==> config.mk <==
export PLATFORM = sky130hd
export DESIGN_NAME = if_fetch_queue
export DESIGN_NICKNAME = d
export VERILOG_FILES = /design/src/rtl/if_fetch_queue_pkg.sv /design/src/rtl/if_fetch_fifo.sv /design/src/rtl/if_fetch_queue.sv
export SDC_FILE = /design/constraint.sdc
export NUM_CORES = 1
export LEC_CHECK = 0
export BUFFER_PORTS_ARGS = -buffer_cell sky130_fd_sc_hd__buf_2
export CORE_ASPECT_RATIO = 1.1
export CORE_MARGIN = 5
export CORE_UTILIZATION = 52
export DETAILED_ROUTE_END_ITERATION = 8
export GPL_TIMING_DRIVEN = 0
export PLACE_DENSITY = 0.84
export SLEW_MARGIN = 20
export SYNTH_ARGS = -nofsm -noshare
export SYNTH_HDL_FRONTEND = slang
export SYNTH_HIERARCHICAL = 1
export SYNTH_SLANG_ARGS = --single-unit
==> constraint.sdc <==
create_clock -name clk -period 4.1 [get_ports clk]
set_clock_uncertainty 0.2 [all_clocks]
set_input_delay 0.41 -clock clk [delete_from_list [all_inputs] [get_ports clk]]
set_output_delay 0.41 -clock clk [all_outputs]
set_load 0.02 [all_outputs]
==> src/rtl/if_fetch_queue_pkg.sv <==
// Shared constants and fetch state encoding for the instruction-fetch queue.
package if_fetch_queue_pkg;

   localparam int unsigned ADDR_W_DEF = 32;
   localparam int unsigned INST_W_DEF = 32;
   localparam logic [6:0]  OPC_JAL    = 7'b1101111;
   localparam logic [31:0] ZERO_WORD  = 32'h0000_0000;

   typedef enum logic [1:0] {
      ST_IDLE = 2'd0,
      ST_WAIT = 2'd1,
      ST_DROP = 2'd2
   } fetch_state_t;

endpackage : if_fetch_queue_pkg

==> src/rtl/if_fetch_fifo.sv <==
// Circular buffer of {pc, inst} entries with push/pop/clear, count and full/empty.
module if_fetch_fifo #(
   parameter int unsigned AW    = 32,
   parameter int unsigned IW    = 32,
   parameter int unsigned DEPTH = 4
) (
   input  logic                         clk,
   input  logic                         rst,
   input  logic                         clear,
   input  logic                         push,
   input  logic [AW-1:0]                push_pc,
   input  logic [IW-1:0]                push_inst,
   input  logic                         pop,
   output logic [AW-1:0]                head_pc,
   output logic [IW-1:0]                head_inst,
   output logic [$clog2(DEPTH):0]       count,
   output logic                         full,
   output logic                         empty
);

   localparam int unsigned IDX_W = $clog2(DEPTH);
   localparam int unsigned CNT_W = IDX_W + 1;
   localparam int unsigned ENT_W = AW + IW;

   logic [ENT_W-1:0] mem [DEPTH];
   logic [IDX_W-1:0] head;
   logic [IDX_W-1:0] tail;
   logic [ENT_W-1:0] head_entry;
   logic             push_ok;
   logic             pop_ok;

   assign full    = (count == CNT_W'(DEPTH));
   assign empty   = (count == '0);
   assign pop_ok  = pop && !empty;
   assign push_ok = push && (!full || pop_ok);

   // Indices wrap naturally because DEPTH is a power of two.
   always_ff @(posedge clk) begin
      if (rst || clear) begin
         head  <= '0;
         tail  <= '0;
         count <= '0;
      end else begin
         if (push_ok) tail <= tail + IDX_W'(1);
         if (pop_ok)  head <= head + IDX_W'(1);
         if (push_ok && !pop_ok)      count <= count + CNT_W'(1);
         else if (pop_ok && !push_ok) count <= count - CNT_W'(1);
      end
   end

   always_ff @(posedge clk) begin
      if (!rst && !clear && push_ok) mem[tail] <= {push_pc, push_inst};
   end

   assign head_entry = mem[head];
   assign head_pc    = empty ? '0 : head_entry[ENT_W-1:IW];
   assign head_inst  = empty ? '0 : head_entry[IW-1:0];

endmodule : if_fetch_fifo

==> src/rtl/if_fetch_queue.sv <==
// Instruction-fetch stage: single-outstanding icache requester feeding a prefetch queue.
// Optional JAL target predecode is enabled by defining IF_JAL_PREDECODE_EN.
module if_fetch_queue
   import if_fetch_queue_pkg::*;
#(
   parameter int unsigned       ADDR_W   = ADDR_W_DEF,
   parameter int unsigned       INST_W   = INST_W_DEF,
   parameter int unsigned       QDEPTH   = 4,
   parameter logic [ADDR_W-1:0] RESET_PC = '0
) (
   input  logic              clk,
   input  logic              rst,
   input  logic              flush_in,
   input  logic [ADDR_W-1:0] flush_pc_in,
   output logic              ic_req_out,
   output logic [ADDR_W-1:0] ic_addr_out,
   input  logic              ic_valid_in,
   input  logic [INST_W-1:0] ic_inst_in,
   input  logic              id_ready_in,
   output logic              id_valid_out,
   output logic [ADDR_W-1:0] id_pc_out,
   output logic [INST_W-1:0] id_inst_out,
   output logic              stall_or_not
);

   localparam int unsigned CNT_W = $clog2(QDEPTH) + 1;

   fetch_state_t      state;
   logic [ADDR_W-1:0] fetch_pc;
   logic [ADDR_W-1:0] next_pc_c;
   logic [CNT_W-1:0]  q_count;
   logic              q_full;
   logic              q_empty;
   logic              push_c;
   logic              pop_c;

   assign push_c = (state == ST_WAIT) && ic_valid_in && !flush_in;
   assign pop_c  = !q_empty && id_ready_in && !flush_in;

`ifdef IF_JAL_PREDECODE_EN
   logic [20:0] j_imm_c;
   assign j_imm_c = {ic_inst_in[31], ic_inst_in[19:12], ic_inst_in[20], ic_inst_in[30:21], 1'b0};

   // Follow unconditional jumps straight away instead of fetching the fall-through.
   always_comb begin
      next_pc_c = fetch_pc + ADDR_W'(4);
      if (ic_inst_in[6:0] == OPC_JAL)
         next_pc_c = fetch_pc + {{(ADDR_W-21){j_imm_c[20]}}, j_imm_c};
   end
`else
   assign next_pc_c = fetch_pc + ADDR_W'(4);
`endif

   always_ff @(posedge clk) begin
      if (rst) begin
         state       <= ST_IDLE;
         fetch_pc    <= RESET_PC;
         ic_req_out  <= 1'b0;
         ic_addr_out <= ADDR_W'(ZERO_WORD);
      end else if (flush_in) begin
         // An unanswered request must still have its response swallowed.
         fetch_pc   <= flush_pc_in;
         ic_req_out <= 1'b0;
         case (state)
            ST_WAIT: state <= ic_valid_in ? ST_IDLE : ST_DROP;
            ST_DROP: state <= ic_valid_in ? ST_IDLE : ST_DROP;
            default: state <= ST_IDLE;
         endcase
      end else begin
         case (state)
            ST_IDLE: begin
               if (!q_full) begin
                  ic_req_out  <= 1'b1;
                  ic_addr_out <= fetch_pc;
                  state       <= ST_WAIT;
               end
            end
            ST_WAIT: begin
               if (ic_valid_in) begin
                  ic_req_out <= 1'b0;
                  fetch_pc   <= next_pc_c;
                  state      <= ST_IDLE;
               end
            end
            ST_DROP: begin
               ic_req_out <= 1'b0;
               if (ic_valid_in) state <= ST_IDLE;
            end
            default: begin
               ic_req_out <= 1'b0;
               state      <= ST_IDLE;
            end
         endcase
      end
   end

   if_fetch_fifo #(
      .AW    (ADDR_W),
      .IW    (INST_W),
      .DEPTH (QDEPTH)
   ) u_fifo (
      .clk       (clk),
      .rst       (rst),
      .clear     (flush_in),
      .push      (push_c),
      .push_pc   (fetch_pc),
      .push_inst (ic_inst_in),
      .pop       (pop_c),
      .head_pc   (id_pc_out),
      .head_inst (id_inst_out),
      .count     (q_count),
      .full      (q_full),
      .empty     (q_empty)
   );

   assign id_valid_out = !q_empty;
   assign stall_or_not = (q_count == '0);

endmodule : if_fetch_queue

==> results.json <==
{
  "worstPathArrival_ns": 4.11,
  "synth_area_leaders": "edfxtp_1 (58%), dfxtp_1 (11%), mux4_2 (11%), nor2b_1 (2.9%), nand2_1 (2.3%)",
  "rr_startpoint": "u_fifo/count[0]$_SDFFE_PP0P_",
  "io_buffers": 167,
  "antenna_found_initial": 1,
  "path_depth": 13,
  "synthCells": 833,
  "max_freq_ghz": 0.2608,
  "final_max_slew_viol_count": 0,
  "r2r_end": "u_fifo/count[2]$_SDFFE_PP0P_",
  "reg2regPathDepth": 13,
  "grt.overflow.total": 0,
  "synth-seq-cells": 332,
  "track_usage": 0.2033,
  "pin_count": 168,
  "met3_usage": 0.03097,
  "diodes": 0,
  "outcome": "finished, final reports clean",
  "critical-path-top-delay-family": "simple AND/OR/NAND/NOR gates",
  "crit_chain": "nor3_1 -> clkbuf_1 -> inv_1 -> and3_1 -> or4b_4 -> and2_4 -> buf_6 -> ha_1 -> inv_1 -> fa_1 -> xor2_1 -> or3_1 -> a21oi_1",
  "routed_wl_mm": 29.89,
  "synthDominantCellAreaShare": 0.5759,
  "synth_edf_count": 256,
  "leakage_nw": 5.755,
  "busiest_layer": "met2",
  "drive_gt1_frac": 0.2930,
  "timing.final.crit_period_ns": 3.834,
  "multi_input_area_um2": 3816,
  "clock_sinks": 332,
  "postPlaceCellArea_um2": 14720,
  "grt_max_degree": 44,
  "period_share": 0.9352,
  "finalSetupViolCount": 0,
  "synth_top_cell_by_area": "edfxtp_1",
  "dieArea_um2": 28980,
  "vias": 8049,
  "final_core_util": 0.6473,
  "ys_async_sr_fraction": 0,
  "h-tree-depth": 1,
  "syn_to_final_growth_pct": 22.52,
  "grt_pass1_vias": 7900,
  "cts_tree": "built",
  "rows": 61,
  "worst_pin_slew_ns": 0.8232,
  "cts_inserted_buffers": 30,
  "ir_drop_uv": 259.9,
  "drt_iter0_drc": 720,
  "root_buffer": "clkbuf_16",
  "crit_top_cell": "inv_1",
  "core_area_um2": 25260,
  "yosysWarnings": 6,
  "finalNetCount": 1177,
  "cp-endpoint": "u_fifo/count[2]$_SDFFE_PP0P_",
  "start_util": 0.5284,
  "syn_nets": 911,
  "seq_area_um2": 9209,
  "gp_congestion": 0.8157,
  "drc": 0,
  "power_mw": 6.868,
  "ys.flop_type": "edfxtp_1",
  "clk_pin_slew_ns": 0.07,
  "die_w_um": 162.8,
  "worstSetupStartpointType": "flip-flop",
  "slew_headroom": 0.4500,
  "max_cap_violations": 0,
  "die_y_um": 178.0,
  "ant_nets": 0,
  "path_buf_inv": 4,
  "p_per_area_nw_per_um2": 420.0,
  "hold_violations": 0,
  "firstDrtPassIters": 5,
  "rsz0062_at_grt": "no",
  "syn_area_per_cell_um2": 16.02,
  "path_max_fanout": 10,
  "worstHoldStart": "flush_pc_in[25]",
  "yosysUniqueCellTypes": 56,
  "required_ns": 4.37,
  "via_per_inst": 5.479,
  "synth_area_um2": 13350,
  "end_kind": "flip-flop",
  "worstSetupPathType": "flip-flop to flip-flop",
  "cpMaxStageDelayCell": "clkbuf_1",
  "wire_per_inst_um": 20.35,
  "dp_hpwl_mm": 19.72,
  "slowest_delay_ns": 0.55,
  "fin_area_um2": 16350,
  "use_met1": 0.2765,
  "grtUsageMet2": 0.3529,
  "hold_path_class": "input port to flip-flop",
  "clk-insertion-delay-late_ns": 0.55,
  "clock_path_buffers": 3,
  "grt_pass1_wl_mm": 45.24,
  "ff2ff_setup_slack_ns": 0.27,
  "fill_cells": 1753,
  "worstSetupStartpoint": "u_fifo/count[0]$_SDFFE_PP0P_",
  "synth_seq_area_share": 0.6899
}
## cell families (layout without fill, tap and decap cells)
family          count (synthesis)  after routing  share of synthesized area
mux                            70             70                     0.1125
buf+inv                        60            350                    0.02550
xor+xnor                       30             30                    0.01968
simple gates                  252            252                     0.1060
flops                         332            332                     0.6899
fa+ha+maj                       9              9                   0.008999
compound gates                 80             80                    0.03740
## worst min-delay path by stage
stage	endpoint	slack, ns	cells after the start
finish	fetch_pc[25]$_SDFFE_PP0P_	0.02	3
detailed placement	ic_addr_out[17]$_SDFFE_PP0P_	0.24	2
global route	fetch_pc[25]$_SDFFE_PP0P_	0.005	3
CTS	fetch_pc[25]$_SDFFE_PP0P_	0.0001	3
global placement	ic_addr_out[18]$_SDFFE_PP0P_	0.24	2
floorplan	flip-flop	0.26	2
## Yosys cell counts (6+ instances only)
master / n
dfxtp_1: 76
nand2_1: 81
and3_1: 9
xnor2_1: 18
nor2_1: 36
mux4_2: 64
a21oi_1: 44
clkbuf_1: 24
clkbuf_8: 6
nand4_1: 8
nand3_1: 10
nor3_2: 6
a211oi_1: 14
buf_2: 7
nor2b_1: 62
ha_1: 8
inv_1: 10
mux2i_1: 6
xor2_1: 12
edfxtp_1: 256
## cells in the final DEF (no fill, tap or decap), drive strengths merged, types with 6 or more instances in the layout
master,n
edfxtp,256
buf,190
nand2,81
dfxtp,76
clkbuf,76
mux4,64
dlygate4sd3,63
nor2b,62
a21oi,44
nor2,36
xnor2,18
a211oi,15
xor2,12
and3,12
nand3,11
nor3,11
inv,10
nand4,10
ha,8
nor4,7
clkinv,7
mux2i,6
## routing by layer
layer | share of wire | vias up
met5 | 0.00043 | -
met4 | 0.014 | 2
met3 | 0.070 | 32
met2 | 0.51 | 290
met1 | 0.40 | 4041
li1 | - | 3684
## registers in the layout (all words and copies together), names as in the netlist, named ones only
register	flops
fetch_pc	32
ic_addr_out	32
ic_req_out	1
state	2
u_fifo/count	3
u_fifo/head	2
u_fifo/mem	256
u_fifo/tail	2
## tightest hold or removal path, cell delays in order
cell	delay [ns]
buf_2	0.13
nor2_1	0.12
a211oi_2	0.06
## power by group
group	total (mW)	switching, mW	internal [mW]
combinational	0.339	0.195	0.144
sequential	3.72	0.0577	3.66
clock	2.81	1.13	1.68
total	6.87	1.39	5.48
## final cells by class
type / instances / area share
well taps: 346 / 0.02647
clock inverters: 11 / 0.009258
plain buffers: 50 / 0.01852
multi-input cells: 441 / 0.2334
flip-flops and latches: 332 / 0.5631
inverters: 10 / 0.002295
repair buffers: 234 / 0.09503
clock buffers: 45 / 0.05195
## through the flow
step	setup slack (ns)	setup TNS, ns	hold slack, ns	cells
after detailed placement	0.1123	0	0.2444	1350
after CTS	0.2768	0	0.0001442	1469
after global placement	-1.593	-241.70	0.2388	1346
after global routing	0.01310	0	0.004843	1469
final	0.2656	0	0.01943	1469
after floorplan	0.1476	0	0.2591	833
## timing repair
item,CTS,global route
endpoints found under the hold margin,159,0
hold buffers,63,0
setup buffers,0,0
gates resized for setup,0,0
Power figures use the tool's default switching activity.
